$ cat config.mk
export PLATFORM = sky130hd
export DESIGN_NAME = regfile_write_scheduler_flat
export DESIGN_NICKNAME = d
export VERILOG_FILES = /design/src/rtl/regfile_write_scheduler_if.sv /design/src/rtl/regfile_write_scheduler.sv /design/src/flat_wrapper.sv
export SDC_FILE = /design/constraint.sdc
export NUM_CORES = 1
export LEC_CHECK = 0
export ABC_CLOCK_PERIOD_IN_PS = 2300
export BUFFER_PORTS_ARGS = -buffer_cell sky130_fd_sc_hd__buf_2
export CAP_MARGIN = 5
export CORE_UTILIZATION = 45
export CTS_CLUSTER_DIAMETER = 100
export DETAILED_ROUTE_END_ITERATION = 10
export HOLD_SLACK_MARGIN = 0.02
export PLACE_DENSITY = 0.88
export SETUP_SLACK_MARGIN = 0.05
export SLEW_MARGIN = 10
export SYNTH_ARGS = -nofsm -noshare
export SYNTH_HDL_FRONTEND = slang
export SYNTH_SLANG_ARGS = --single-unit
$ cat constraint.sdc
create_clock -name clock -period 2.3 [get_ports clock]
set_input_delay 0.115 -clock clock [delete_from_list [all_inputs] [get_ports clock]]
set_output_delay 0.115 -clock clock [all_outputs]
set_load 0.005 [all_outputs]
$ cat src/rtl/regfile_write_scheduler_if.sv
// Issue, writeback and register-file-port bundle for regfile_write_scheduler.
// Bypass signals exist only when WB_BYPASS_EN is defined.
interface regfile_write_scheduler_if #(
  parameter int DATA_W = 32,
  parameter int ADDR_W = 5
);
  logic                 issueValid;
  logic [ADDR_W-1:0]    issueRs1;
  logic [ADDR_W-1:0]    issueRs2;
  logic                 issueUsesRs1;
  logic                 issueUsesRs2;
  logic                 issueWritesRd;
  logic [ADDR_W-1:0]    issueRd;
  logic                 issueStall;

  logic                 aluWbValid;
  logic [ADDR_W-1:0]    aluWbRd;
  logic [DATA_W-1:0]    aluWbData;
  logic                 aluWbReady;

  logic                 lsuWbValid;
  logic [ADDR_W-1:0]    lsuWbRd;
  logic [DATA_W-1:0]    lsuWbData;
  logic                 lsuWbReady;

  logic                 rfWrite;
  logic [ADDR_W-1:0]    rfRd;
  logic [DATA_W-1:0]    rfWriteData;
  logic [2**ADDR_W-1:0] busyMask;
  logic                 wbSpurious;
`ifdef WB_BYPASS_EN
  logic                 bypassHit1;
  logic                 bypassHit2;
  logic [DATA_W-1:0]    bypassData1;
  logic [DATA_W-1:0]    bypassData2;
`endif

  modport master (
    output issueValid, issueRs1, issueRs2,
    output issueUsesRs1, issueUsesRs2,
    output issueWritesRd, issueRd,
    input  issueStall,
    output aluWbValid, aluWbRd, aluWbData,
    input  aluWbReady,
    output lsuWbValid, lsuWbRd, lsuWbData,
    input  lsuWbReady,
`ifdef WB_BYPASS_EN
    input  bypassHit1, bypassHit2,
    input  bypassData1, bypassData2,
`endif
    input  rfWrite, rfRd, rfWriteData,
    input  busyMask, wbSpurious
  );

  modport slave (
    input  issueValid, issueRs1, issueRs2,
    input  issueUsesRs1, issueUsesRs2,
    input  issueWritesRd, issueRd,
    output issueStall,
    input  aluWbValid, aluWbRd, aluWbData,
    output aluWbReady,
    input  lsuWbValid, lsuWbRd, lsuWbData,
    output lsuWbReady,
`ifdef WB_BYPASS_EN
    output bypassHit1, bypassHit2,
    output bypassData1, bypassData2,
`endif
    output rfWrite, rfRd, rfWriteData,
    output busyMask, wbSpurious
  );
endinterface

$ cat src/rtl/regfile_write_scheduler.sv
// Scoreboard, hazard stall and ALU/LSU writeback arbiter for the regfile.
// Optional WB_BYPASS_EN forwards the in-flight write to the source operands.
module regfile_write_scheduler #(
  parameter int DATA_W = 32,
  parameter int ADDR_W = 5
) (
  input logic                   clock,
  input logic                   reset,
  regfile_write_scheduler_if.slave bus
);
  localparam int NREG = 2**ADDR_W;

  logic [NREG-1:0]   busy;
  logic [NREG-1:0]   busy_nxt;
  logic              ptr;
  logic              rf_we;
  logic [ADDR_W-1:0] rf_rd;
  logic [DATA_W-1:0] rf_data;
  logic              spur;

  logic              byp1;
  logic              byp2;
  logic              raw;
  logic              waw;
  logic              stall;
  logic              accept;
  logic              gnt_alu;
  logic              gnt_lsu;
  logic              gnt_any;
  logic [ADDR_W-1:0] g_rd;
  logic [DATA_W-1:0] g_data;

  function automatic logic hzd(
    input logic [NREG-1:0]   b,
    input logic [ADDR_W-1:0] r
  );
    hzd = b[r] && (r != '0);
  endfunction

`ifdef WB_BYPASS_EN
  assign byp1 = rf_we && (rf_rd == bus.issueRs1)
              && (bus.issueRs1 != '0);
  assign byp2 = rf_we && (rf_rd == bus.issueRs2)
              && (bus.issueRs2 != '0);
  assign bus.bypassHit1  = byp1;
  assign bus.bypassHit2  = byp2;
  assign bus.bypassData1 = rf_data;
  assign bus.bypassData2 = rf_data;
`else
  assign byp1 = 1'b0;
  assign byp2 = 1'b0;
`endif

  assign raw = (bus.issueUsesRs1 && hzd(busy, bus.issueRs1) && !byp1)
            || (bus.issueUsesRs2 && hzd(busy, bus.issueRs2) && !byp2);
  assign waw = bus.issueWritesRd && hzd(busy, bus.issueRd);
  assign stall  = bus.issueValid && (raw || waw);
  assign accept = bus.issueValid && !stall;

  // ptr=0 favours ALU on contention, ptr=1 favours LSU
  assign gnt_alu = bus.aluWbValid && (!bus.lsuWbValid || !ptr);
  assign gnt_lsu = bus.lsuWbValid && (!bus.aluWbValid || ptr);
  assign gnt_any = gnt_alu || gnt_lsu;

  always_comb begin
    g_rd   = '0;
    g_data = '0;
    unique case (1'b1)
      gnt_alu: begin
        g_rd   = bus.aluWbRd;
        g_data = bus.aluWbData;
      end
      gnt_lsu: begin
        g_rd   = bus.lsuWbRd;
        g_data = bus.lsuWbData;
      end
      default: ;
    endcase
  end

  // set after clear so a same-edge set wins
  always_comb begin
    busy_nxt = busy;
    if (rf_we)
      busy_nxt[rf_rd] = 1'b0;
    if (accept && bus.issueWritesRd && bus.issueRd != '0)
      busy_nxt[bus.issueRd] = 1'b1;
    busy_nxt[0] = 1'b0;
  end

  always_ff @(posedge clock or negedge reset) begin
    if (!reset) begin
      busy    <= '0;
      ptr     <= 1'b0;
      rf_we   <= 1'b0;
      rf_rd   <= '0;
      rf_data <= '0;
      spur    <= 1'b0;
    end else begin
      busy  <= busy_nxt;
      if (bus.aluWbValid && bus.lsuWbValid)
        ptr <= ~ptr;
      rf_we <= gnt_any && (g_rd != '0);
      spur  <= gnt_any && (g_rd != '0) && !busy[g_rd];
      if (gnt_any) begin
        rf_rd   <= g_rd;
        rf_data <= g_data;
      end
    end
  end

  assign bus.issueStall  = stall;
  assign bus.aluWbReady  = gnt_alu;
  assign bus.lsuWbReady  = gnt_lsu;
  assign bus.rfWrite     = rf_we;
  assign bus.rfRd        = rf_rd;
  assign bus.rfWriteData = rf_data;
  assign bus.busyMask    = busy;
  assign bus.wbSpurious  = spur;
endmodule

$ cat src/flat_wrapper.sv
// flat-port wrapper written by rule: the top's interface ports become plain ports
module regfile_write_scheduler_flat 
#(
  parameter int DATA_W = 32,
  parameter int ADDR_W = 5
)
  (clock, reset, bus_issueValid, bus_issueRs1, bus_issueRs2, bus_issueUsesRs1, bus_issueUsesRs2, bus_issueWritesRd, bus_issueRd, bus_issueStall, bus_aluWbValid, bus_aluWbRd, bus_aluWbData, bus_aluWbReady, bus_lsuWbValid, bus_lsuWbRd, bus_lsuWbData, bus_lsuWbReady, bus_rfWrite, bus_rfRd, bus_rfWriteData, bus_busyMask, bus_wbSpurious);
  regfile_write_scheduler_if #(.DATA_W(DATA_W), .ADDR_W(ADDR_W)) bus_i ();
  input logic clock;
  input logic reset;
  input wire logic [$bits(bus_i.issueValid)-1:0] bus_issueValid;
  input wire logic [$bits(bus_i.issueRs1)-1:0] bus_issueRs1;
  input wire logic [$bits(bus_i.issueRs2)-1:0] bus_issueRs2;
  input wire logic [$bits(bus_i.issueUsesRs1)-1:0] bus_issueUsesRs1;
  input wire logic [$bits(bus_i.issueUsesRs2)-1:0] bus_issueUsesRs2;
  input wire logic [$bits(bus_i.issueWritesRd)-1:0] bus_issueWritesRd;
  input wire logic [$bits(bus_i.issueRd)-1:0] bus_issueRd;
  output wire logic [$bits(bus_i.issueStall)-1:0] bus_issueStall;
  input wire logic [$bits(bus_i.aluWbValid)-1:0] bus_aluWbValid;
  input wire logic [$bits(bus_i.aluWbRd)-1:0] bus_aluWbRd;
  input wire logic [$bits(bus_i.aluWbData)-1:0] bus_aluWbData;
  output wire logic [$bits(bus_i.aluWbReady)-1:0] bus_aluWbReady;
  input wire logic [$bits(bus_i.lsuWbValid)-1:0] bus_lsuWbValid;
  input wire logic [$bits(bus_i.lsuWbRd)-1:0] bus_lsuWbRd;
  input wire logic [$bits(bus_i.lsuWbData)-1:0] bus_lsuWbData;
  output wire logic [$bits(bus_i.lsuWbReady)-1:0] bus_lsuWbReady;
  output wire logic [$bits(bus_i.rfWrite)-1:0] bus_rfWrite;
  output wire logic [$bits(bus_i.rfRd)-1:0] bus_rfRd;
  output wire logic [$bits(bus_i.rfWriteData)-1:0] bus_rfWriteData;
  output wire logic [$bits(bus_i.busyMask)-1:0] bus_busyMask;
  output wire logic [$bits(bus_i.wbSpurious)-1:0] bus_wbSpurious;
  assign bus_i.issueValid = bus_issueValid;
  assign bus_i.issueRs1 = bus_issueRs1;
  assign bus_i.issueRs2 = bus_issueRs2;
  assign bus_i.issueUsesRs1 = bus_issueUsesRs1;
  assign bus_i.issueUsesRs2 = bus_issueUsesRs2;
  assign bus_i.issueWritesRd = bus_issueWritesRd;
  assign bus_i.issueRd = bus_issueRd;
  assign bus_issueStall = bus_i.issueStall;
  assign bus_i.aluWbValid = bus_aluWbValid;
  assign bus_i.aluWbRd = bus_aluWbRd;
  assign bus_i.aluWbData = bus_aluWbData;
  assign bus_aluWbReady = bus_i.aluWbReady;
  assign bus_i.lsuWbValid = bus_lsuWbValid;
  assign bus_i.lsuWbRd = bus_lsuWbRd;
  assign bus_i.lsuWbData = bus_lsuWbData;
  assign bus_lsuWbReady = bus_i.lsuWbReady;
  assign bus_rfWrite = bus_i.rfWrite;
  assign bus_rfRd = bus_i.rfRd;
  assign bus_rfWriteData = bus_i.rfWriteData;
  assign bus_busyMask = bus_i.busyMask;
  assign bus_wbSpurious = bus_i.wbSpurious;
  regfile_write_scheduler #(.DATA_W(DATA_W), .ADDR_W(ADDR_W)) u_core (.clock(clock), .reset(reset), .bus(bus_i));
endmodule
==> results of run 1 <==
[power by group]
part           switching, mW  internal, mW  leakage, nW
Combinational           1.73          1.77         2.14
Clock                  0.460         0.526        0.100
Sequential             0.419          1.68        0.841
[cells in the mapped netlist (all sizes together)]
cell / count / share of area
or4: 2 / 0.0033
o311ai: 1 / 0.0019
dfrtp: 71 / 0.39
or3b: 4 / 0.0076
buf: 13 / 0.015
o21ai: 66 / 0.072
nand3b: 11 / 0.018
conb: 1 / 0.00082
or3: 3 / 0.0041
mux4: 18 / 0.092
o2111ai: 1 / 0.0019
and2: 2 / 0.0027
a211oi: 6 / 0.0098
clkbuf: 23 / 0.019
nand3: 7 / 0.0087
a32o: 2 / 0.0044
o22ai: 32 / 0.044
nor4bb: 1 / 0.0022
nand4: 5 / 0.0095
nor4: 1 / 0.0046
nor2: 77 / 0.063
a311oi: 1 / 0.0019
a32oi: 8 / 0.015
nor3: 6 / 0.0065
a21oi: 2 / 0.0022
xnor2: 1 / 0.0019
nor2b: 3 / 0.0041
a221oi: 7 / 0.013
a22o: 2 / 0.0038
nor3b: 1 / 0.0016
a21boi: 2 / 0.0033
mux2i: 15 / 0.033
a2111oi: 2 / 0.0052
nand4b: 1 / 0.0033
a22oi: 3 / 0.0049
inv: 11 / 0.0090
nand2b: 3 / 0.0041
a211o: 1 / 0.0019
nand2: 35 / 0.029
mux2: 34 / 0.083
o211a: 1 / 0.0022
[final timing paths]
check	from	end	slack (ns)	cells after the start
setup / recovery	u_core.bus.busyMask[6]$_DFF_PN0_	bus_issueStall	-0.21	6
hold / removal	bus_aluWbData[5]	u_core.bus.rfWriteData[5]$_DFFE_PN0P_	0.04	3
max in group asynchronous	reset	u_core.bus.busyMask[26]$_DFF_PN0_	1.22	3
hold reg to reg	u_core.bus.rfWriteData[31]$_DFFE_PN0P_	u_core.bus.rfWriteData[31]$_DFFE_PN0P_	0.50	2
min in group asynchronous	reset	u_core.bus.rfWriteData[18]$_DFFE_PN0P_	0.40	2
setup reg to reg	u_core.bus.busyMask[7]$_DFF_PN0_	u_core.bus.busyMask[22]$_DFF_PN0_	-0.16	10
[cells by family (layout without fill, tap and decap cells)]
group	Yosys count	in the layout
AND/OR/NAND/NOR	162	162
AO/OA/AOI/OAI	137	137
XOR/XNOR	1	1
flip-flops	71	71
multiplexers	67	67
buffers and inverters	47	300
other	1	1
[stage by stage]
step	area, um2	instances	hold WS (ns)	power (mW)	utilization
5_1_grt	6740	872	0.0534	6.92	0.686
3_5_place_dp	5970	817	0.228	5.15	0.608
2_1_floorplan	4600	486	-0.181	3.44	-
6_report	6740	872	0.0442	6.60	0.686
4_1_cts	6620	870	0.0279	6.32	0.674
3_3_place_gp	5970	817	0.223	5.03	0.608
[critical path: cells and delay by family, from the launching register on]
family / cells / cell delay [ns]
buffers and inverters: 1 / 0.13
AND/OR/NAND/NOR: 2 / 0.72
AO/OA/AOI/OAI: 2 / 0.34
flip-flops: 1 / 0.41
multiplexers: 1 / 0.47
[area by class of cell]
cell class                 instances  area, um2
clock inverter                     4       45.0
tap                              133        166
timing repair buffer             273       1740
sequential                        71       1780
multi-input combinational        368       2820
fill                             723       3080
inverter                          11       41.3
clock buffer                      12        145
[per-layer routing]
layer  up-vias  global-route usage  routed length, um
met1      2556               0.428               7160
met4         0               0.133                451
met2       410               0.579               8710
li1       2317                   -                  -
met3        42              0.0739               1930
met5         -                   0                  0
[sequential cells by signal, indices dropped and copies added (netlist names)]
signal                  cells
u_core.bus.busyMask        31
u_core.bus.rfWrite          1
u_core.bus.rfRd             5
u_core.bus.wbSpurious       1
u_core.ptr                  1
u_core.bus.rfWriteData     32
[repair_timing]
action / in CTS / in global routing
pin swaps: 10 / 7
hold buffers: 32 / 0
endpoints found under the setup margin: 32 / 33
resized for setup: 49 / 25
buffers inserted: 5 / 2
endpoints found under the hold margin: 62 / 0
==> impl_metrics.tcl, run 1 <==
set metrics [dict create \
    power_leakage_nw 3.08 \
    die_w_um 103 \
    num_rows 36 \
    required_ns 2.18 \
    fin_tns_setup_ns -3.82 \
    wire_per_inst_um 20.9 \
    vias 5325 \
    final_cell_mix "buf_2, nor2_1, dfrtp_1, buf_4" \
    syn_to_final_growth_pct 46.9 \
    end_kind "output pin" \
    die-area_mm2 0.0106 \
    crit_path_max_incr_delay_ns 0.58 \
    setup_viol 32 \
    cts_tree "done" \
    grt_pass1_wl_mm 27.0 \
    cts_root_buffer "clkbuf_8" \
    slew_headroom 0.479 \
    crit_path_max_fanout 3 \
    cap_violations 0 \
    place_ws_ns -0.207 \
    io_pins 171 \
    cts_buffers 9 \
    cp-start-kind "flop" \
    final.setup_skew_ns 0.0115 \
    synth_xor_area_frac 0.00191 \
    worst_ep_arrival_time_ns 2.40 \
    status "finished, violations left" \
    ctsHtreeMaxLevel 3 \
    drc 0 \
    vias_per_cell 6.11 \
    synth_compound_area_frac 0.188 \
    fin_crit_sh 1.09 \
    final_hold_viol_count 0 \
    antenna_found_initial 0 \
    path_cells "mux4_2 > nor2b_4 > or4_4 > o311ai_4 > a21boi_2 > buf_2" \
    drive_gt1_frac 0.476 \
    tightest_slew_ns 0.781 \
    diodes 0 \
    track_usage 0.342 \
    syn_nets 583 \
    period_minus_slack_ns 2.51 \
    layout_commonest_cell "buf_2" \
    netlist_area_mm2 0.00459 \
    grt_pass1_vias 5276 \
    synth_top_family_by_area "multiplexers" \
    initial_core_util 0.467 \
    cellPowerDensity_mw_per_mm2 979 \
    drt_iter0_markers 505 \
    max_freq_mhz 398 \
    ys_warn_count 0 \
    dr.pass1.iters 5 \
    syn_area_per_cell_um2 9.44 \
    hp-class "input port to flop" \
    synth_cells 486 \
    synth_seq_area_share 0.387 \
    slew_viol_final 0 \
    cts.sinks 71 \
    max-clock-path-buffers 2 \
    grt_max_degree 40 \
    worstSkewPairLatency_ns 0.35 \
    coreArea_mm2 0.00982 \
    muxShareOfSynthArea 0.208 \
    synth_seq_cells 71 \
    violations "setup timing" \
    max-vdd-ir-drop_mv 0.453 \
    io_buffers 169 \
    place_congestion 0.920 \
    worstSetupPathType "flop to output pin" \
    die_height_um 103 \
    ant_nets 0 \
    slowest_stage "or4_4" \
    rsz0062_at_grt "true" \
    synth-adder-area-share 0 \
    synth-simple-area-share 0.172 \
    synth.distinct_cells 50 \
    wl_mm 18.2 \
    grt.overflow.total 0 \
    path_clk_slew_ns 0.07 \
    postLayoutSetupSlackWorst_ns -0.210 \
    detailedPlacementHpwl_mm 12.0 \
    nNetsFinal 831 \
]
Note: power is estimated with default switching activity, not from simulation.
==> inputs of run 2 (changes only) <==
Settings changed: PLACE_DENSITY 0.88 to 0.76.
==> impl_metrics.tcl, run 2 (synthesis gave the netlist of run 1 again) <==
set metrics [dict create \
    io_pins 171 \
    grt_pass1_wl_mm 26.1 \
    cts.sinks 71 \
    rsz0062_at_grt "true" \
    die_height_um 103 \
    tightest_slew_ns 0.931 \
    ant_nets 0 \
    required_ns 2.18 \
    critical_path.startpoint "u_core.bus.busyMask[7]$_DFF_PN0_" \
    initial_core_util 0.467 \
    die-area_mm2 0.0106 \
    syn_to_final_growth_pct 47.2 \
    largest_reg_flops 32 \
    die_w_um 103 \
    cts_buffers 9 \
    wl_mm 17.3 \
    violations "setup timing" \
    reg2reg_depth 8 \
    wire_per_inst_um 19.9 \
    layout_commonest_cell "buf_2" \
    io_buffers 169 \
    period_minus_slack_ns 2.49 \
    max-vdd-ir-drop_mv 0.474 \
    antenna_found_initial 0 \
    placed_cells 816 \
    worstSetupPathType "flop to output pin" \
    ctsHtreeMaxLevel 3 \
    hp-class "input port to asynchronous set/reset pin" \
    fin_util 0.688 \
    final_hold_viol_count 0 \
    place_congestion 0.975 \
    crit_path_max_fanout 3 \
    track_usage 0.333 \
    grt.overflow.total 0 \
    worst-path-stages 6 \
    coreArea_mm2 0.00982 \
    path_clk_slew_ns 0.08 \
    final_cell_mix "buf_2, nor2_1, dfrtp_1, buf_4" \
    cellPowerDensity_mw_per_mm2 976 \
    postLayoutSetupSlackWorst_ns -0.189 \
    fin_tns_setup_ns -3.73 \
    max_freq_mhz 402 \
    final.setup_skew_ns 0.00905 \
    crit_end "bus_issueStall" \
    fin_cells 867 \
    slew_viol_final 0 \
    cp-start-kind "flop" \
    dr.pass1.iters 5 \
    rr_startpoint "u_core.bus.busyMask[7]$_DFF_PN0_" \
    path_cells "mux4_2 > nor2b_1 > or4_4 > o311ai_2 > a21boi_1 > buf_2" \
    worst_ep_arrival_time_ns 2.37 \
    worstSkewPairLatency_ns 0.35 \
    detailedPlacementHpwl_mm 12.0 \
    drc 0 \
    max-clock-path-buffers 2 \
    r2r_end "u_core.bus.busyMask[6]$_DFF_PN0_" \
    diodes 0 \
    grt_pass1_vias 5011 \
    end_kind "output pin" \
    drt_iter0_markers 415 \
    fill_cells 778 \
    cts_tree "done" \
    cap_violations 0 \
    setup_viol 32 \
    nNetsFinal 827 \
    num_rows 36 \
    fin_crit_sh 1.08 \
    cts_root_buffer "clkbuf_8" \
    slew_headroom 0.379 \
    place_ws_ns -0.110 \
    p_total_mw 6.59 \
    crit_family "simple AND/OR/NAND/NOR gates" \
    vias 5242 \
    grt_max_degree 72 \
    crit_path_max_incr_delay_ns 0.54 \
    rrSetupSlack_ns -0.16 \
    power_leakage_nw 3.09 \
    vias_per_cell 6.05 \
    drive_gt1_frac 0.474 \
    status "finished, violations left" \
    slowest_stage "or4_4" \
    crit_buf_inv 1 \
]
## run 2: how the worst min path moves through the flow
stage                            startpoint                                     end  cells past startpoint
after floorplan                       reset       u_core.bus.busyMask[10]$_DFF_PN0_                      0
after global placement    bus_lsuWbData[31]  u_core.bus.rfWriteData[31]$_DFFE_PN0P_                      3
after detailed placement  bus_lsuWbData[31]  u_core.bus.rfWriteData[31]$_DFFE_PN0P_                      3
after CTS                             reset  u_core.bus.rfWriteData[21]$_DFFE_PN0P_                      2
after global routing      bus_lsuWbData[24]  u_core.bus.rfWriteData[24]$_DFFE_PN0P_                      3
final                                 reset        u_core.bus.busyMask[2]$_DFF_PN0_                      2
## run 2: worst register-to-register path, cell delays in order (launching register included)
cell     delay, ns
dfrtp_1       0.41
mux4_2        0.46
nor2b_1       0.14
or4_4         0.54
nor4_4        0.22
buf_4         0.20
nand4_2       0.11
buf_6         0.16
o21ai_1       0.13
## run 2: final cells by class
type / count / area, um2 / area share
Multi-Input combinational cell: 368 / 2820 / 0.417
Sequential cell: 71 / 1780 / 0.263
Timing Repair Buffer: 269 / 1740 / 0.257
Tap cell: 133 / 166 / 0.0246
Clock buffer: 9 / 124 / 0.0183
Clock inverter: 6 / 86.3 / 0.0128
Inverter: 11 / 41.3 / 0.00611
## run 2: power breakdown
group,switching [mW],total [mW],leakage (nW),internal [mW]
Sequential,0.417,2.10,0.841,1.68
Combinational,1.68,3.40,2.14,1.72
Clock,0.491,1.09,0.105,0.603
## run 2: timing repair
| item | in CTS | in global routing |
|---|---|---|
| buffers inserted | 4 | 1 |
| cloned | 0 | 0 |
| gates resized for setup | 61 | 13 |
| pin swaps | 7 | 3 |
| hold endpoints to repair | 30 | 0 |
| hold buffers | 31 | 0 |
| setup endpoints to repair | 32 | 33 |
## run 2: per-stage QoR
| step | instance area [um2] | hold slack [ns] |
|---|---|---|
| after detailed placement | 5970 | 0.344 |
| after floorplan | 4600 | -0.181 |
| after CTS | 6690 | 0.0289 |
| after global routing | 6750 | 0.0430 |
| after global placement | 5970 | 0.337 |
| final | 6750 | 0.00142 |
## run 2: metal layers
metal	wire length [um]	global-route usage	vias up
li1	-	-	2305
met1	6550	0.419	2525
met2	8450	0.552	365
met3	1800	0.0847	47
met4	467	0.126	0
met5	0	0	-
